File: src/rtl/decode_exec_latch.sv
// Decode-to-execute pipeline register for the rv32i core: load-use bubbles, memory-stall freeze,
// flush kill and capture of forwarded operands. Optional perf counters: DEC_EXEC_PERF_CNT_EN.

package rv32i_types;
    typedef logic [6:0] rv32i_opcode;
endpackage

module decode_exec_latch
    import rv32i_types::*;
(
    input  logic        clk,
    input  logic        rst,
    input  logic        dec_valid,
    input  logic [31:0] dec_pc,
    input  logic [31:0] dec_imm,
    input  rv32i_opcode dec_opcode,
    input  logic [2:0]  dec_funct3,
    input  logic [4:0]  dec_rd,
    input  logic [4:0]  dec_rs1,
    input  logic [4:0]  dec_rs2,
    input  logic        dec_regld,
    input  logic [31:0] rf_rs1_data,
    input  logic [31:0] rf_rs2_data,
    input  logic        rs1_fwd_sel,
    input  logic        rs2_fwd_sel,
    input  logic [31:0] rs1_data_forward,
    input  logic [31:0] rs2_data_forward,
    input  logic        hazard_stall_signal,
    input  logic        mem_stall,
    input  logic        flush,
    output logic        ex_valid,
    output logic        ex_regld,
    output logic [31:0] ex_pc,
    output logic [31:0] ex_imm,
    output logic [31:0] ex_rs1_data,
    output logic [31:0] ex_rs2_data,
    output rv32i_opcode ex_opcode,
    output logic [2:0]  ex_funct3,
    output logic [4:0]  ex_rd,
    output logic [4:0]  ex_rs1,
    output logic [4:0]  ex_rs2,
`ifdef DEC_EXEC_PERF_CNT_EN
    output logic [31:0] stall_cycles,
    output logic [31:0] bubble_count,
`endif
    output logic        dec_ready
);

    typedef enum logic [1:0] {ST_RUN, ST_LUSE, ST_FREEZE} state_t;

    state_t      state_q, state_d;
    logic        ex_valid_q, ex_valid_d, ex_regld_q, ex_regld_d;
    logic [31:0] ex_pc_q, ex_pc_d, ex_imm_q, ex_imm_d;
    logic [31:0] ex_rs1_data_q, ex_rs1_data_d, ex_rs2_data_q, ex_rs2_data_d;
    rv32i_opcode ex_opcode_q, ex_opcode_d;
    logic [2:0]  ex_funct3_q, ex_funct3_d;
    logic [4:0]  ex_rd_q, ex_rd_d, ex_rs1_q, ex_rs1_d, ex_rs2_q, ex_rs2_d;
    logic        cap_v1_q, cap_v1_d, cap_v2_q, cap_v2_d;
    logic [31:0] cap_rs1_q, cap_rs1_d, cap_rs2_q, cap_rs2_d;
    logic        flush_pend_q, flush_pend_d;
    logic [31:0] op1_sel, op2_sel;
    logic        flush_now, bubble_wr;

    // Captures are only ever valid outside RUN: every transition into RUN clears them.
    always_comb begin
        op1_sel = rf_rs1_data;
        if (dec_rs1 != 5'd0) begin
            if (rs1_fwd_sel)                          op1_sel = rs1_data_forward;
            else if (cap_v1_q && state_q != ST_RUN)   op1_sel = cap_rs1_q;
        end
        op2_sel = rf_rs2_data;
        if (dec_rs2 != 5'd0) begin
            if (rs2_fwd_sel)                          op2_sel = rs2_data_forward;
            else if (cap_v2_q && state_q != ST_RUN)   op2_sel = cap_rs2_q;
        end
    end

    assign flush_now = !mem_stall && (flush || flush_pend_q);
    assign bubble_wr = !mem_stall && (flush_now || !hazard_stall_signal);
    assign dec_ready = !mem_stall && hazard_stall_signal && !flush_pend_q;

    always_comb begin
        state_d       = state_q;
        ex_valid_d    = ex_valid_q;
        ex_regld_d    = ex_regld_q;
        ex_pc_d       = ex_pc_q;
        ex_imm_d      = ex_imm_q;
        ex_rs1_data_d = ex_rs1_data_q;
        ex_rs2_data_d = ex_rs2_data_q;
        ex_opcode_d   = ex_opcode_q;
        ex_funct3_d   = ex_funct3_q;
        ex_rd_d       = ex_rd_q;
        ex_rs1_d      = ex_rs1_q;
        ex_rs2_d      = ex_rs2_q;
        cap_v1_d      = cap_v1_q;
        cap_v2_d      = cap_v2_q;
        cap_rs1_d     = cap_rs1_q;
        cap_rs2_d     = cap_rs2_q;
        flush_pend_d  = flush_pend_q;

        if (mem_stall || (!flush_now && !hazard_stall_signal)) begin
            if (rs1_fwd_sel && dec_rs1 != 5'd0) begin
                cap_rs1_d = rs1_data_forward;
                cap_v1_d  = 1'b1;
            end
            if (rs2_fwd_sel && dec_rs2 != 5'd0) begin
                cap_rs2_d = rs2_data_forward;
                cap_v2_d  = 1'b1;
            end
        end

        if (mem_stall) begin
            state_d = ST_FREEZE;
            if (flush) flush_pend_d = 1'b1;
        end else if (flush_now) begin
            ex_valid_d   = 1'b0;
            ex_regld_d   = 1'b0;
            ex_rd_d      = 5'd0;
            cap_v1_d     = 1'b0;
            cap_v2_d     = 1'b0;
            flush_pend_d = 1'b0;
            state_d      = ST_RUN;
        end else if (!hazard_stall_signal) begin
            ex_valid_d = 1'b0;
            ex_regld_d = 1'b0;
            ex_rd_d    = 5'd0;
            state_d    = ST_LUSE;
        end else begin
            ex_valid_d    = dec_valid;
            ex_regld_d    = dec_regld && dec_valid;
            ex_pc_d       = dec_pc;
            ex_imm_d      = dec_imm;
            ex_rs1_data_d = op1_sel;
            ex_rs2_data_d = op2_sel;
            ex_opcode_d   = dec_opcode;
            ex_funct3_d   = dec_funct3;
            ex_rd_d       = dec_rd;
            ex_rs1_d      = dec_rs1;
            ex_rs2_d      = dec_rs2;
            cap_v1_d      = 1'b0;
            cap_v2_d      = 1'b0;
            state_d       = ST_RUN;
        end
    end

    always_ff @(posedge clk or posedge rst) begin
        if (rst) begin
            state_q       <= ST_RUN;
            ex_valid_q    <= 1'b0;
            ex_regld_q    <= 1'b0;
            ex_pc_q       <= 32'd0;
            ex_imm_q      <= 32'd0;
            ex_rs1_data_q <= 32'd0;
            ex_rs2_data_q <= 32'd0;
            ex_opcode_q   <= 7'b0;
            ex_funct3_q   <= 3'd0;
            ex_rd_q       <= 5'd0;
            ex_rs1_q      <= 5'd0;
            ex_rs2_q      <= 5'd0;
            cap_v1_q      <= 1'b0;
            cap_v2_q      <= 1'b0;
            cap_rs1_q     <= 32'd0;
            cap_rs2_q     <= 32'd0;
            flush_pend_q  <= 1'b0;
        end else begin
            state_q       <= state_d;
            ex_valid_q    <= ex_valid_d;
            ex_regld_q    <= ex_regld_d;
            ex_pc_q       <= ex_pc_d;
            ex_imm_q      <= ex_imm_d;
            ex_rs1_data_q <= ex_rs1_data_d;
            ex_rs2_data_q <= ex_rs2_data_d;
            ex_opcode_q   <= ex_opcode_d;
            ex_funct3_q   <= ex_funct3_d;
            ex_rd_q       <= ex_rd_d;
            ex_rs1_q      <= ex_rs1_d;
            ex_rs2_q      <= ex_rs2_d;
            cap_v1_q      <= cap_v1_d;
            cap_v2_q      <= cap_v2_d;
            cap_rs1_q     <= cap_rs1_d;
            cap_rs2_q     <= cap_rs2_d;
            flush_pend_q  <= flush_pend_d;
        end
    end

    assign ex_valid    = ex_valid_q;
    assign ex_regld    = ex_regld_q;
    assign ex_pc       = ex_pc_q;
    assign ex_imm      = ex_imm_q;
    assign ex_rs1_data = ex_rs1_data_q;
    assign ex_rs2_data = ex_rs2_data_q;
    assign ex_opcode   = ex_opcode_q;
    assign ex_funct3   = ex_funct3_q;
    assign ex_rd       = ex_rd_q;
    assign ex_rs1      = ex_rs1_q;
    assign ex_rs2      = ex_rs2_q;

`ifdef DEC_EXEC_PERF_CNT_EN
    logic [31:0] stall_cycles_q, bubble_count_q;

    always_ff @(posedge clk or posedge rst) begin
        if (rst) begin
            stall_cycles_q <= 32'd0;
            bubble_count_q <= 32'd0;
        end else begin
            if (!dec_ready) stall_cycles_q <= stall_cycles_q + 32'd1;
            if (bubble_wr)  bubble_count_q <= bubble_count_q + 32'd1;
        end
    end

    assign stall_cycles = stall_cycles_q;
    assign bubble_count = bubble_count_q;
`else
    logic unused_bubble;
    assign unused_bubble = bubble_wr;
`endif

endmodule

File: config.mk
export PLATFORM = sky130hd
export DESIGN_NAME = decode_exec_latch
export DESIGN_NICKNAME = d
export VERILOG_FILES = /design/src/rtl/decode_exec_latch.sv
export SDC_FILE = /design/constraint.sdc
export NUM_CORES = 1
export LEC_CHECK = 0
export CORE_ASPECT_RATIO = 1.5
export CORE_MARGIN = 2
export CORE_UTILIZATION = 49
export CTS_CLUSTER_DIAMETER = 80
export CTS_CLUSTER_SIZE = 24
export DETAILED_ROUTE_END_ITERATION = 12
export PLACE_DENSITY = 0.95
export SLEW_MARGIN = 10
export SYNTH_ARGS = -nofsm -noshare
export SYNTH_HDL_FRONTEND = slang
export SYNTH_SLANG_ARGS = --single-unit
export TNS_END_PERCENT = 10
File: constraint.sdc
create_clock -name clk -period 18.6 [get_ports clk]
set_clock_uncertainty 0.05 [all_clocks]
set_input_delay 2.79 -clock clk [delete_from_list [all_inputs] [get_ports clk]]
set_output_delay 2.79 -clock clk [all_outputs]
set_load 0.05 [all_outputs]
# [Yosys cells after proc, flatten, opt, wreduce, memory -nomap -nowiden]
# Cells that the tools add are included.
[classes] n_eq_ne=1 n_mux=28 bitwise_logic=2 reduce_logical=23
[ops] operator="$mux W32" count=6
[ops] operator="$mux W1" count=19
[ops] operator="$mux W5" count=2
[ops] operator="$reduce_bool A5 Y1" count=2
[ops] operator="$logic_and A1 B1 Y1" count=9
[ops] operator="$reduce_and A2 Y1" count=3
[ops] operator="$logic_not A1 Y1" count=4
[ops] operator="$reduce_bool A2 Y1" count=2
[ops] operator="$reduce_and A3 Y1" count=1
[ops] operator="$logic_or A1 B1 Y1" count=2
[ops] operator="$mux W2" count=1
[ops] operator="$ne A2 B1 Y1 const B" count=1
[ops] operator="$not A1 Y1" count=2
[totals] regBits=224 inputBits=226 out_inout_bits=156

# [Longest topological paths before layout]
[depth] ltp_word=9 depth_mapped=6 ltp_nobuf=4

# [Worst setup path after synthesis]
# Ideal clock, no wire load.
[synth_path] path_type="input to output" startpoint="in mem_stall" endpoint="out dec_ready" arrival_time_ns=3.577 path_slack_ns=12.183 path_stages=2 cell_sequence="nand2b_1 > nor2_1"
[synth_via] elab_chain_len=3
[synth_lines] element="from (decl)" line_no="29" source="input logic mem_stall,"
[synth_lines] element="$logic_not A1 Y1" line_no="80" source="assign dec_ready = !mem_stall && hazard_stall_signal && !flush_pend_q;"
[synth_lines] element="$logic_and A1 B1 Y1 (2 in series)" line_no="80"
[synth_lines] element="to (decl)" line_no="46" source="output logic dec_ready"
# No other way between the ends.

# [Worst setup path in the final report]
# Same ends and word-level chain as after synthesis.

==> flow_metrics.py <==
metrics = {
    "routing": {
        "vias": 8656,
        "drt_iter0_drc": 454,
        "drc_errors": 0,
        "wl_per_cell_um": 20.2,
        "ant_nets": 0,
        "wirelength_um": 30900,
        "detail_route.first_pass.iterations": 5,
        "vias_per_cell": 5.65,
    },
    "timing": {
        "fin_crit_sh_pct": 40.7,
        "clock.fmax_mhz": 132,
        "worst_pin_slew_ns": 1.03,
        "relSlewSlack_pct": 31.3,
        "grt_setup_unrepaired": "no",
        "finalSetupViolations": 0,
        "hold_viol_final": 0,
        "fin_ws_ns": 11.03,
        "fin_setup_tns_ns": 0,
        "final-max-slew-violation-count": 0,
        "min_period_ns": 7.57,
    },
    "die": {
        "fp.coreArea_mm2": 0.0210,
        "ios": 382,
        "die_h_um": 183,
        "fp.dieArea_mm2": 0.0225,
        "die_w_um": 123,
        "initial_utilization_pct": 49.8,
        "num_rows": 65,
    },
    "power_and_ir_drop": {
        "intPower_mw": 0.981,
        "power.share.clock_pct": 18.2,
        "sw_frac_of_total_pct": 38.9,
        "comb_power_share_pct": 41.8,
        "power.switching_mw": 0.625,
        "peakVddDrop_mv": 0.0815,
        "powerDensity_mw_per_mm2": 109,
        "cellLeakagePower_nw": 6.30,
        "power_frac_seq_pct": 40.0,
    },
    "worst_setup_path": {
        "max_stage_delay_ns": 0.81,
        "cp_top_family": "buffers and inverters",
        "timing.critical_path.mode_cell": "clkdlybuf4s50_1",
        "cp_slowest_cell": "clkdlybuf4s50_1",
        "r2r_start": "flush_pend_q",
        "path_max_fanout": 12,
        "required_ns": 15.76,
        "arrival_ns": 4.73,
        "path_class": "primary input to primary output",
        "reg2reg_depth": 4,
        "r2r_setup_slack_ns": 15.73,
        "path_cells": "clkdlybuf4s50_1, nand2b_1, nor2_1, clkdlybuf4s50_1",
        "end_kind": "primary output",
        "startpoint_type": "primary input",
        "path_buf_inv": 2,
        "r2r-end": "ex_rs2[0]",
    },
    "clocking": {
        "htree_num_levels": 1,
        "cts_root_buffer": "clkbuf_16",
        "ctsResizeCount": 0,
        "path_clk_slew_ns": 0.10,
        "cts.path.max_buffers": 3,
        "ctsHoldBuffers": 0,
        "cts_made_buffers": 13,
        "clock_latency_ns": 0.49,
        "clkSinkCount": 224,
        "cts_tree": "built",
        "post_cts_buffers": 0,
    },
    "hold_path": {
        "whs_path_depth": 1,
        "worstHoldStart": "ex_regld",
        "min_to": "ex_regld",
        "holdCritPathClass": "register to register",
    },
    "synthesis": {
        "yosysMostFrequentCell": "dfrtp_1",
        "syn_nets": 1146,
        "synth_edf_count": 0,
        "syn_inst": 920,
        "synthFlopType": "dfrtp_1",
        "synth_seq_cells": 224,
        "async_flop_share_pct": 100,
        "ys_top_cells_by_area": "dfrtp_1 54%, mux2_2 9.5%, mux2_4 8.6%",
        "syn_area_per_cell_um2": 11.4,
        "ys_seq_area_share_pct": 53.6,
        "synth_common_cells": "224 x dfrtp_1, 128 x nand2_1, 88 x mux2_2",
        "yosysUniqueCellTypes": 25,
        "netlist_area_mm2": 0.0105,
        "synth_top_area_share_pct": 53.6,
        "synth_top_area_cell": "dfrtp_1",
        "ys_warn_count": 0,
    },
    "grt": {
        "grt_pass1_vias": 9091,
        "gr-total-overflow": 0,
        "track_usage_pct": 27.1,
        "grt_pass1_wl_um": 48200,
        "antenna_found_initial": 2,
        "grt_max_degree": 101,
    },
    "outcome": {
        "run_status": "finished, final reports clean",
    },
    "finish": {
        "area_delta_synth_final_pct": 41.1,
        "multi_input_area_mm2": 0.00453,
        "fin_nets": 1486,
        "regArea_mm2": 0.00561,
        "drive_above_1_share_pct": 15.1,
        "n_fill_cell": 1350,
        "final_area_mm2": 0.0147,
    },
    "place": {
        "place.gp.congestion": 0.804,
        "port_buffers": 381,
        "dp_hpwl_um": 21700,
        "dpl_cell_area_mm2": 0.0144,
        "place_ws_ns": 11.01,
    },
    "run": {
        "maxCapViolCount": 0,
    },
}
placed cells by master, fill, tap and decap left out, drive strengths merged:
cell / n
a211o: 64
a21oi: 66
a22o: 6
a31oi: 64
a32o: 1
buf: 15
clkbuf: 13
clkdlybuf4s50: 379
dfrtp: 224
diode: 3
inv: 5
mux2: 148
nand2: 128
nand2b: 1
nor2: 70
nor2b: 64
nor3: 2
nor4: 1
o21a: 3
o21ai: 4
or4: 2
metal layers:
| layer | track usage (%) | wire length (µm) |
|---|---|---|
| met1 | 31.5 | 11100 |
| met2 | 47.8 | 16200 |
| met3 | 5.07 | 2240 |
| met4 | 12.0 | 1400 |
| met5 | 0 | 0 |
power by group through the flow:
stage,clock network [mW],registers [mW],logic [mW]
4_1_cts,0.301,0.643,0.674
3_5_place_dp,0,0.650,0.671
6_report,0.292,0.643,0.671
2_1_floorplan,0,0.904,0.161
5_1_grt,0.319,0.653,0.702
3_3_place_gp,0,0.644,0.657
area by class of cell:
type                    count  share of cell area, %
clock inverters             2                  0.170
multi-input cells         624                   30.7
diodes                      3                 0.0509
clock buffers              13                   2.21
well taps                 268                   2.27
inverters                   3                  0.127
flip-flops and latches    224                   38.0
repair buffers            394                   26.5
through the flow:
| step | power, mW | hold slack (ns) | instances | utilization [%] |
|---|---|---|---|---|
| 2_1_floorplan | 1.06 | 0.421 | 920 | - |
| 3_3_place_gp | 1.30 | 0.422 | 1513 | 68.6 |
| 3_5_place_dp | 1.32 | 0.430 | 1513 | 68.6 |
| 4_1_cts | 1.62 | 0.454 | 1528 | 70.2 |
| 5_1_grt | 1.67 | 0.474 | 1530 | 70.3 |
| 6_report | 1.61 | 0.449 | 1531 | 70.3 |
state kept, by name, indices dropped and copies added, names as in the netlist:
signal / flops
ex_funct3: 3
cap_v1_q: 1
cap_rs2_q: 32
ex_regld: 1
cap_v2_q: 1
ex_rs1: 5
ex_imm: 32
cap_rs1_q: 32
ex_rs1_data: 32
ex_valid: 1
ex_opcode: 7
ex_pc: 32
ex_rs2: 5
state_q: 2
ex_rs2_data: 32
ex_rd: 5
flush_pend_q: 1
cells by family (layout without fill, tap and decap cells):
group | count (synthesis) | after routing | synth area share [%]
AND/OR/NAND/NOR | 268 | 268 | 11.6
AO/OA/AOI/OAI | 208 | 208 | 13.4
flip-flops | 224 | 224 | 53.6
multiplexers | 148 | 148 | 18.1
other | 0 | 3 | 0
buffers and inverters | 72 | 412 | 3.29
worst max path at each step:
stage                    from           end  slack (ns)  cells after the start
floorplan                 rst  cap_rs1_q[0]        9.63                      1
global placement    mem_stall     dec_ready       11.07                      4
detailed placement  mem_stall     dec_ready       11.01                      4
CTS                 mem_stall     dec_ready       11.01                      4
global route        mem_stall     dec_ready       10.95                      4
finish              mem_stall     dec_ready       11.03                      4
Note: power is estimated with default switching activity, not from simulation.
